### src/rtl/alu_share_ctrl.sv
// Round-robin arbiter and sequencer sharing one ALU between two requesters.
// Evaluates ARM condition codes against an internal NZCV register and returns results.
module alu_share_ctrl #(
  parameter int unsigned WIDTH      = 32,
  parameter int unsigned FIRST_PRIO = 0
) (
  input  logic               clk,
  input  logic               rst_n,
  input  logic [1:0]         req_valid,
  output logic [1:0]         req_ready,
  input  logic [7:0]         req_op,
  input  logic [7:0]         req_cond,
  input  logic [1:0]         req_s,
  input  logic [2*WIDTH-1:0] req_a,
  input  logic [2*WIDTH-1:0] req_b,
  output logic [WIDTH-1:0]   alu_il,
  output logic [WIDTH-1:0]   alu_ir,
  output logic [3:0]         alu_if,
  output logic               alu_cin,
  input  logic [WIDTH-1:0]   alu_out,
  input  logic               alu_n,
  input  logic               alu_z,
  input  logic               alu_c,
  input  logic               alu_v,
  output logic               rsp_valid,
  input  logic               rsp_ready,
  output logic               rsp_id,
  output logic [WIDTH-1:0]   rsp_data,
  output logic               rsp_exec,
  output logic               rsp_we,
  output logic [3:0]         flags
);

  // Pointer resets to the opposite requester so FIRST_PRIO wins the first contention.
  localparam logic LastRst = (FIRST_PRIO == 0) ? 1'b1 : 1'b0;

  typedef enum logic [1:0] {StIdle, StExec, StResp} state_e;

  state_e             state_q, state_d;
  logic               last_q, last_d;
  logic               id_q, id_d;
  logic [3:0]         op_q, op_d;
  logic [3:0]         cond_q, cond_d;
  logic               s_q, s_d;
  logic [WIDTH-1:0]   a_q, a_d;
  logic [WIDTH-1:0]   b_q, b_d;
  logic [WIDTH-1:0]   rsp_data_q, rsp_data_d;
  logic               rsp_exec_q, rsp_exec_d;
  logic               rsp_we_q, rsp_we_d;
  logic [3:0]         flags_q, flags_d;

  logic               grant_id;
  logic               accept;
  logic               pass;
  logic               cmp_op;
  logic               fn, fz, fc, fv;

  always_comb begin
    grant_id = 1'b0;
    case (req_valid)
      2'b01:   grant_id = 1'b0;
      2'b10:   grant_id = 1'b1;
      2'b11:   grant_id = ~last_q;
      default: grant_id = 1'b0;
    endcase
    req_ready = 2'b00;
    if (rst_n && (state_q == StIdle) && (req_valid != 2'b00)) begin
      req_ready = grant_id ? 2'b10 : 2'b01;
    end
  end

  assign accept = |(req_valid & req_ready);

  assign fn = flags_q[3];
  assign fz = flags_q[2];
  assign fc = flags_q[1];
  assign fv = flags_q[0];

  always_comb begin
    pass = 1'b0;
    unique case (cond_q)
      4'h0: pass = fz;
      4'h1: pass = ~fz;
      4'h2: pass = fc;
      4'h3: pass = ~fc;
      4'h4: pass = fn;
      4'h5: pass = ~fn;
      4'h6: pass = fv;
      4'h7: pass = ~fv;
      4'h8: pass = fc & ~fz;
      4'h9: pass = ~fc | fz;
      4'hA: pass = (fn == fv);
      4'hB: pass = (fn != fv);
      4'hC: pass = ~fz & (fn == fv);
      4'hD: pass = fz | (fn != fv);
      4'hE: pass = 1'b1;
      4'hF: pass = 1'b0;
      default: pass = 1'b0;
    endcase
  end

  // TST/TEQ/CMP/CMN: always update flags when executed, never write back.
  assign cmp_op = (op_q[3:2] == 2'b10);

  always_comb begin
    state_d    = state_q;
    last_d     = last_q;
    id_d       = id_q;
    op_d       = op_q;
    cond_d     = cond_q;
    s_d        = s_q;
    a_d        = a_q;
    b_d        = b_q;
    rsp_data_d = rsp_data_q;
    rsp_exec_d = rsp_exec_q;
    rsp_we_d   = rsp_we_q;
    flags_d    = flags_q;
    unique case (state_q)
      StIdle: begin
        if (accept) begin
          last_d  = grant_id;
          id_d    = grant_id;
          op_d    = grant_id ? req_op[7:4]   : req_op[3:0];
          cond_d  = grant_id ? req_cond[7:4] : req_cond[3:0];
          s_d     = grant_id ? req_s[1]      : req_s[0];
          a_d     = grant_id ? req_a[2*WIDTH-1:WIDTH] : req_a[WIDTH-1:0];
          b_d     = grant_id ? req_b[2*WIDTH-1:WIDTH] : req_b[WIDTH-1:0];
          state_d = StExec;
        end
      end
      StExec: begin
        rsp_data_d = alu_out;
        rsp_exec_d = pass;
        rsp_we_d   = pass & ~cmp_op;
        if (pass && (s_q || cmp_op)) begin
          flags_d = {alu_n, alu_z, alu_c, alu_v};
        end
        state_d = StResp;
      end
      StResp: begin
        if (rsp_ready) begin
          state_d = StIdle;
        end
      end
      default: state_d = StIdle;
    endcase
  end

  always_ff @(posedge clk or negedge rst_n) begin
    if (!rst_n) begin
      state_q    <= StIdle;
      last_q     <= LastRst;
      id_q       <= 1'b0;
      op_q       <= '0;
      cond_q     <= '0;
      s_q        <= 1'b0;
      a_q        <= '0;
      b_q        <= '0;
      rsp_data_q <= '0;
      rsp_exec_q <= 1'b0;
      rsp_we_q   <= 1'b0;
      flags_q    <= '0;
    end else begin
      state_q    <= state_d;
      last_q     <= last_d;
      id_q       <= id_d;
      op_q       <= op_d;
      cond_q     <= cond_d;
      s_q        <= s_d;
      a_q        <= a_d;
      b_q        <= b_d;
      rsp_data_q <= rsp_data_d;
      rsp_exec_q <= rsp_exec_d;
      rsp_we_q   <= rsp_we_d;
      flags_q    <= flags_d;
    end
  end

  assign alu_il    = a_q;
  assign alu_ir    = b_q;
  assign alu_if    = op_q;
  assign alu_cin   = flags_q[1];
  assign rsp_valid = (state_q == StResp);
  assign rsp_id    = id_q;
  assign rsp_data  = rsp_data_q;
  assign rsp_exec  = rsp_exec_q;
  assign rsp_we    = rsp_we_q;
  assign flags     = flags_q;

endmodule

### config.mk
export PLATFORM = sky130hd
export DESIGN_NAME = alu_share_ctrl
export DESIGN_NICKNAME = d
export VERILOG_FILES = /design/src/rtl/alu_share_ctrl.sv
export SDC_FILE = /design/constraint.sdc
export NUM_CORES = 1
export LEC_CHECK = 0
export ABC_AREA = 1
export CELL_PAD_IN_SITES_DETAIL_PLACEMENT = 1
export CELL_PAD_IN_SITES_GLOBAL_PLACEMENT = 2
export CORE_MARGIN = 5
export CORE_UTILIZATION = 21
export DETAILED_ROUTE_END_ITERATION = 8
export HOLD_SLACK_MARGIN = 0.02
export PLACE_DENSITY = 0.81
export SLEW_MARGIN = 20
export SYNTH_ARGS = -nofsm -noshare
export SYNTH_HDL_FRONTEND = slang
export SYNTH_SLANG_ARGS = --single-unit
### constraint.sdc
create_clock -name clk -period 2.84 [get_ports clk]
set_input_delay 0.568 -clock clk [delete_from_list [all_inputs] [get_ports clk]]
set_output_delay 0.568 -clock clk [all_outputs]
set_load 0.01 [all_outputs]
==> results of run 1 <==
metrics by stage:
| step | hold slack (ns) | utilization, % | cells | setup slack, ns | power [W] |
|---|---|---|---|---|---|
| 2_1_floorplan | 0.2724 | - | 625 | 1.071 | 0.004476 |
| 3_3_place_gp | 0.4530 | 34.77 | 1220 | 0.2604 | 0.006739 |
| 3_5_place_dp | 0.4583 | 34.77 | 1220 | 0.2577 | 0.006801 |
| 4_1_cts | 0.3542 | 37.37 | 1252 | 0.2534 | 0.009217 |
| 5_1_grt | 0.3661 | 37.37 | 1252 | 0.2082 | 0.009718 |
| 6_report | 0.3098 | 37.37 | 1252 | 0.2603 | 0.009007 |
state kept, by name (all words and copies together), names as in the netlist:
register and cells:
alu_ir 32, rsp_data 32, s_q 1, alu_if 4, last_q 1, rsp_we 1, cond_q 4, alu_il 32
state_q 2, rsp_id 1, flags 4, rsp_exec 1
report_power, final:
part	internal [W]	switching, W
logic	0.00198	0.00179
registers	0.00241	0.000502
clock network	0.00149	0.000832
worst register-to-register path: stages (launching register included):
cell and delay [ns]:
dfrtp_1 0.36, inv_2 0.05, nand3_2 0.15, nor2_4 0.05, inv_2 0.10, buf_4 0.65, nand2_1 0.19, o21ai_1 0.12
area by class of cell:
class | instances | area share [%]
Timing Repair Buffer | 305 | 33.78
Sequential cell | 115 | 31.96
Multi-Input combinational cell | 458 | 22.04
Clock buffer | 19 | 4.917
Tap cell | 324 | 4.500
Clock inverter | 13 | 2.042
Inverter | 18 | 0.7639
cells by family (layout without fill, tap and decap cells):
family / after synthesis / count (layout) / synth area share, %
and+or+nand+nor: 375 / 375 / 30.24
DFF: 115 / 115 / 56.52
AOI/OAI and AO/OA: 83 / 83 / 8.597
buffers and inverters: 52 / 355 / 4.642
metal layers:
layer  vias up  share of wire [%]
met1      2467                 40
met4         0                1.5
met5         -                  0
li1       2566                  -
met3        21                9.7
met2       196                 49
path summary, 6_finish.rpt:
path	end	from	slack [ns]
max in group asynchronous	alu_ir[3]$_DFFE_PN0P_	rst_n	2.02
worst max register to register	alu_ir[17]$_DFFE_PN0P_	state_q[0]$_DFFE_PN0P_	1.09
min in group clk	last_q$_DFFE_PN1P_	last_q$_DFFE_PN1P_	0.47
worst max-delay path	req_ready[0]	req_valid[0]	0.26
worst min-delay path	rsp_data[3]$_DFFE_PN0P_	rst_n	0.31
worst min register to register	last_q$_DFFE_PN1P_	last_q$_DFFE_PN1P_	0.47
cells in the final DEF (no fill, tap or decap), drive strengths merged:
cell type / instances
bufinv: 4
dfstp: 1
dfrtp: 114
clkinv: 7
clkinvlp: 3
o211ai: 2
buf: 9
nand3: 43
o21ai: 79
inv: 17
clkbuf: 19
nor2: 48
or2: 1
nand4: 4
nand2: 279
o22ai: 2
clkdlybuf4s50: 296
==> results.py, run 1 <==
metrics = {
    "route": {
        "drt-total-wl_mm": 21.26,
        "ant_nets": 0,
        "wl_per_cell_um": 16.98,
        "dr.first_iter.drc_count": 197,
        "vias": 5250,
        "viasPerCell": 4.193,
        "firstDrtPassIters": 4,
        "drc_errors": 0,
    },
    "layout": {
        "fin_nets": 1102,
        "n_fill_cell": 2892,
        "drive_gt1_share_pct": 6.681,
        "diodes": 0,
        "register_area_um2": 2879,
        "syn_to_final_growth_pct": 76.86,
        "postLayoutCellArea_um2": 9009,
        "multi_input_area_um2": 1986,
    },
    "clocking": {
        "path_clk_slew_ns": 0.06,
        "cts_made_buffers": 17,
        "h-tree-depth": 4,
        "tritoncts": "built",
        "cts_buffer_depth": 2,
        "cts_setup_buffers": 0,
        "cts_hold_buffers": 0,
        "cts.sink_count": 115,
        "clockRootBuffer": "clkbuf_16",
        "clk_latency_ns": 0.41,
        "cts_resized": 0,
    },
    "run": {
        "maxCapViolCount": 0,
    },
    "sta": {
        "drv_slew": 0,
        "hold_viol": 0,
        "fin_skew_ns": 0.009495,
        "setup_violations": 0,
        "max_freq_mhz": 387.6,
        "relSlewSlack_pct": 42.49,
        "period_share_pct": 90.83,
        "worst_pin_slew_ns": 0.8626,
        "fin_setup_tns_ns": 0,
        "rsz0062_at_grt": "no",
        "period_needed_ns": 2.580,
    },
    "setup_path": {
        "worstPathCellList": "clkdlybuf4s50_1 > nand2_1 > nand2_1 > inv_2 > nor2_8 > clkdlybuf4s50_1",
        "reg2reg_depth": 7,
        "worstSetupPathType": "input port to output port",
        "path_depth": 6,
        "worstPathRequired_ns": 2.27,
        "slowest_stage": "clkdlybuf4s50_1",
        "critPathMaxFanout": 3,
        "critical-path-max-stage-delay_ns": 0.53,
        "cp-start-kind": "input port",
        "cp_data_arrival_time_ns": 2.01,
        "path_buf_inv": 3,
        "critical_path.endpoint_type": "output port",
        "cpLargestDelayFamily": "buffers and inverters",
    },
    "floorplanning": {
        "io_pins": 298,
        "die_area_um2": 27470,
        "rows": 57,
        "start_util_pct": 21.13,
        "core_um2": 24110,
        "fp.dieW_um": 165.7,
        "die_height_um": 165.7,
    },
    "global_route": {
        "top_usage_layer": "met2",
        "grt_usage_pct": 15.54,
        "use_met2_pct": 26.70,
        "gr-usage-met3_pct": 6.975,
        "grtUsageMet1_pct": 17.50,
        "grt_max_degree": 116,
        "antenna_found_initial": 0,
        "grt_pass1_wl_mm": 33.58,
        "grt_overflow": 0,
        "grt_pass1_vias": 5738,
    },
    "synth": {
        "synth-edff-count": 0,
        "synth.avg_cell_area_um2": 8.150,
        "synthesis.nets": 812,
        "async_flop_share_pct": 100.0,
        "synthTopCellsByArea": "dfrtp_1 (56%), nand2_1 (20%), o21ai_0 (4.1%), nand3_1 (3.9%), o21ai_1 (3.4%)",
        "synth_area_leader_cell": "dfrtp_1",
        "yosys.area.top_type_share_pct": 56.01,
        "synthDistinctLibCells": 29,
        "netlist_area_um2": 5094,
        "synth-warning-count": 0,
        "synth_seq_cells": 115,
        "ys_seq_area_share_pct": 56.52,
        "syn_inst": 625,
        "synth_most_common_cell": "nand2_1",
        "synthFlopType": "dfrtp_1",
        "ys_top_cells_by_count": "nand2_1 (276), dfrtp_1 (114), nor2_1 (43)",
    },
    "place": {
        "dpl.hpwl_mm": 15.17,
        "numPortBuffers": 297,
        "place_congestion": 0.7663,
        "dpl_cell_area_um2": 8382,
    },
    "hold_path": {
        "hold_path_class": "input port to async pin",
    },
    "power": {
        "peakVddDrop_mv": 0.3081,
        "p_leak_nw": 3.986,
        "power_density_nw_per_um2": 999.8,
    },
    "status": {
        "status": "finished clean",
    },
}
(Power assumes the default switching activity.)
==> inputs of run 2 (changes only) <==
--- a/config.mk
+++ b/config.mk
@@ -5,14 +5,13 @@
 export SDC_FILE = /design/constraint.sdc
 export NUM_CORES = 1
 export LEC_CHECK = 0
-export ABC_AREA = 1
 export CELL_PAD_IN_SITES_DETAIL_PLACEMENT = 1
 export CELL_PAD_IN_SITES_GLOBAL_PLACEMENT = 2
 export CORE_MARGIN = 5
-export CORE_UTILIZATION = 21
+export CORE_UTILIZATION = 23
 export DETAILED_ROUTE_END_ITERATION = 8
 export HOLD_SLACK_MARGIN = 0.02
-export PLACE_DENSITY = 0.81
+export PLACE_DENSITY = 0.84
 export SLEW_MARGIN = 20
 export SYNTH_ARGS = -nofsm -noshare
 export SYNTH_HDL_FRONTEND = slang
==> results.py, run 2 <==
metrics = {
    "setup_path": {
        "path_buf_inv": 2,
        "slowest_stage": "clkdlybuf4s50_1",
        "worstPathCellList": "clkdlybuf4s50_1 > a21boi_4 > and2_1 > clkdlybuf4s50_1",
        "reg2reg_setup_slack_ns": 0.88,
        "cp-start-kind": "input port",
        "cp_data_arrival_time_ns": 2.12,
        "worstSetupPathType": "input port to output port",
        "critPathMaxFanout": 4,
        "timing.critical_path.mode_cell": "clkdlybuf4s50_1",
        "critical-path-max-stage-delay_ns": 0.60,
        "worstPathRequired_ns": 2.27,
        "cpLargestDelayFamily": "buffers and inverters",
        "critical_path.endpoint_type": "output port",
    },
    "route": {
        "vias": 4699,
        "drt-total-wl_mm": 18.19,
        "ant_nets": 0,
        "dr.first_iter.drc_count": 290,
        "wl_per_cell_um": 17.09,
        "drc_errors": 0,
        "firstDrtPassIters": 7,
        "viasPerCell": 4.416,
    },
    "global_route": {
        "use_met2_pct": 23.43,
        "grtUsageMet1_pct": 17.35,
        "grt_usage_pct": 14.43,
        "top_usage_layer": "met2",
        "grt_overflow": 0,
        "grt_pass1_vias": 4981,
        "grt_pass1_wl_mm": 27.79,
        "gr-usage-met3_pct": 6.984,
        "antenna_found_initial": 0,
        "grt_max_degree": 114,
    },
    "layout": {
        "n_fill_cell": 2426,
        "final_cell_mix": "clkdlybuf4s50_1 (296), nand2_1 (136), dfrtp_1 (114), inv_1 (40), mux2i_1 (40)",
        "syn_to_final_growth_pct": 77.54,
        "fin_nets": 959,
        "multi_input_area_um2": 1848,
        "diodes": 0,
        "register_area_um2": 2879,
        "drive_gt1_share_pct": 6.760,
        "layout_commonest_cell": "clkdlybuf4s50_1",
    },
    "place": {
        "dp_worst_setup_slack_ns": 0.1317,
        "place_congestion": 0.7265,
        "numPortBuffers": 297,
        "dpl.hpwl_mm": 13.41,
    },
    "power": {
        "power_density_nw_per_um2": 981.3,
        "p_leak_nw": 4.009,
        "peakVddDrop_mv": 0.3929,
    },
    "synth": {
        "syn_inst": 481,
        "synth_simple_gate_area_share_pct": 13.47,
        "ys_top_cells_by_count": "nand2_1 (136), dfrtp_1 (114), inv_1 (40), mux2i_1 (40), a222oi_1 (36)",
        "netlist_area_um2": 4996,
        "synthesis.nets": 668,
        "ys_seq_area_share_pct": 57.63,
        "synthXorXnorAreaFrac_pct": 0.3506,
        "synth_top_family_by_area": "compound AO/OA/AOI/OAI gates",
        "synthDistinctLibCells": 35,
        "synth_seq_cells": 115,
        "synthTopCellsByArea": "dfrtp_1 (57%), nand2_1 (10%), mux2i_1 (8.0%), a222oi_1 (7.2%), o21ai_1 (3.4%)",
        "synth_adder_area_share_pct": 0,
        "synth-edff-count": 0,
        "synthFlopType": "dfrtp_1",
        "synth_area_leader_cell": "dfrtp_1",
        "yosys.area.top_type_share_pct": 57.10,
        "synthMuxAreaShare_pct": 8.916,
        "synth_compound_area_share_pct": 13.70,
        "synth.avg_cell_area_um2": 10.39,
        "synth_most_common_cell": "nand2_1",
        "synth-warning-count": 0,
        "async_flop_share_pct": 100.0,
    },
    "clocking": {
        "clk_latency_ns": 0.41,
        "h-tree-depth": 4,
        "clockRootBuffer": "clkbuf_16",
        "cts.sink_count": 115,
        "tritoncts": "built",
        "cts_setup_buffers": 0,
        "cts_hold_buffers": 0,
        "path_clk_slew_ns": 0.06,
        "cts_buffer_depth": 2,
        "cts_made_buffers": 17,
        "cts_resized": 0,
    },
    "sta": {
        "period_share_pct": 94.56,
        "worst_pin_slew_ns": 0.8924,
        "fin_skew_ns": 0.009139,
        "setup_violations": 0,
        "drv_slew": 0,
        "hold_viol": 0,
        "rsz0062_at_grt": "no",
        "fin_ws_ns": 0.1544,
        "fin_hold_ws_ns": 0.3752,
        "period_needed_ns": 2.686,
        "fin_setup_tns_ns": 0,
        "relSlewSlack_pct": 40.51,
        "max_freq_mhz": 372.4,
    },
    "floorplanning": {
        "rows": 54,
        "start_util_pct": 23.11,
        "die_height_um": 157.4,
        "die_area_um2": 24770,
        "fp.dieW_um": 157.4,
        "io_pins": 298,
        "core_um2": 21620,
    },
    "status": {
        "status": "finished clean",
    },
    "run": {
        "maxCapViolCount": 0,
    },
    "hold_path": {
        "hold_path_class": "input port to async pin",
    },
}
-- run 2: cell families after synthesis --
family          after synthesis
simple gates                158
flops                       115
compound gates               88
buf+inv                      75
mux                          43
xor+xnor                      2
-- run 2: path summary, 6_finish.rpt --
| check | from | end | cells after the start |
|---|---|---|---|
| setup / recovery | req_valid[1] | req_ready[1] | 4 |
| hold / removal | rst_n | rsp_data[4]$_DFFE_PN0P_ | 2 |
| setup reg to reg | cond_q[1]$_DFFE_PN0P_ | flags[0]$_DFFE_PN0P_ | 5 |
| hold reg to reg | rsp_data[24]$_DFFE_PN0P_ | rsp_data[24]$_DFFE_PN0P_ | 2 |
| max in group asynchronous | rst_n | alu_il[5]$_DFFE_PN0P_ | 3 |
| min in group clk | rsp_data[24]$_DFFE_PN0P_ | rsp_data[24]$_DFFE_PN0P_ | 2 |
-- run 2: layout make-up --
type	instances	share of cell area (%)
multi-input cells	291	20.84
flip-flops and latches	115	32.46
well taps	280	3.950
inverters	40	1.693
clock inverters	10	1.509
repair buffers	307	34.48
clock buffers	21	5.078
-- run 2: report_power, final --
group / leakage, nW / total (W) / switching, W / internal, W
Sequential: 1.42 / 0.00289 / 0.000494 / 0.00240
Clock: 0.283 / 0.00215 / 0.000756 / 0.00139
Combinational: 2.31 / 0.00366 / 0.00156 / 0.00210
-- run 2: per-stage QoR --
stage               util, %  cell area [um^2]  power (W)  cells
floorplan                 -              4996   0.004443    481
global placement      38.32              8285   0.006597   1033
detailed placement    38.32              8285   0.006676   1033
CTS                   41.02              8870   0.008903   1064
global route          41.02              8870   0.009323   1064
finish                41.02              8870   0.008704   1064
-- run 2: routing by layer --
metal  wire length [um]  vias to the layer above
li1                   -                     2236
met1               7350                     2243
met2               8608                      209
met3               2058                       11
met4                169                        0
met5                  0                        -
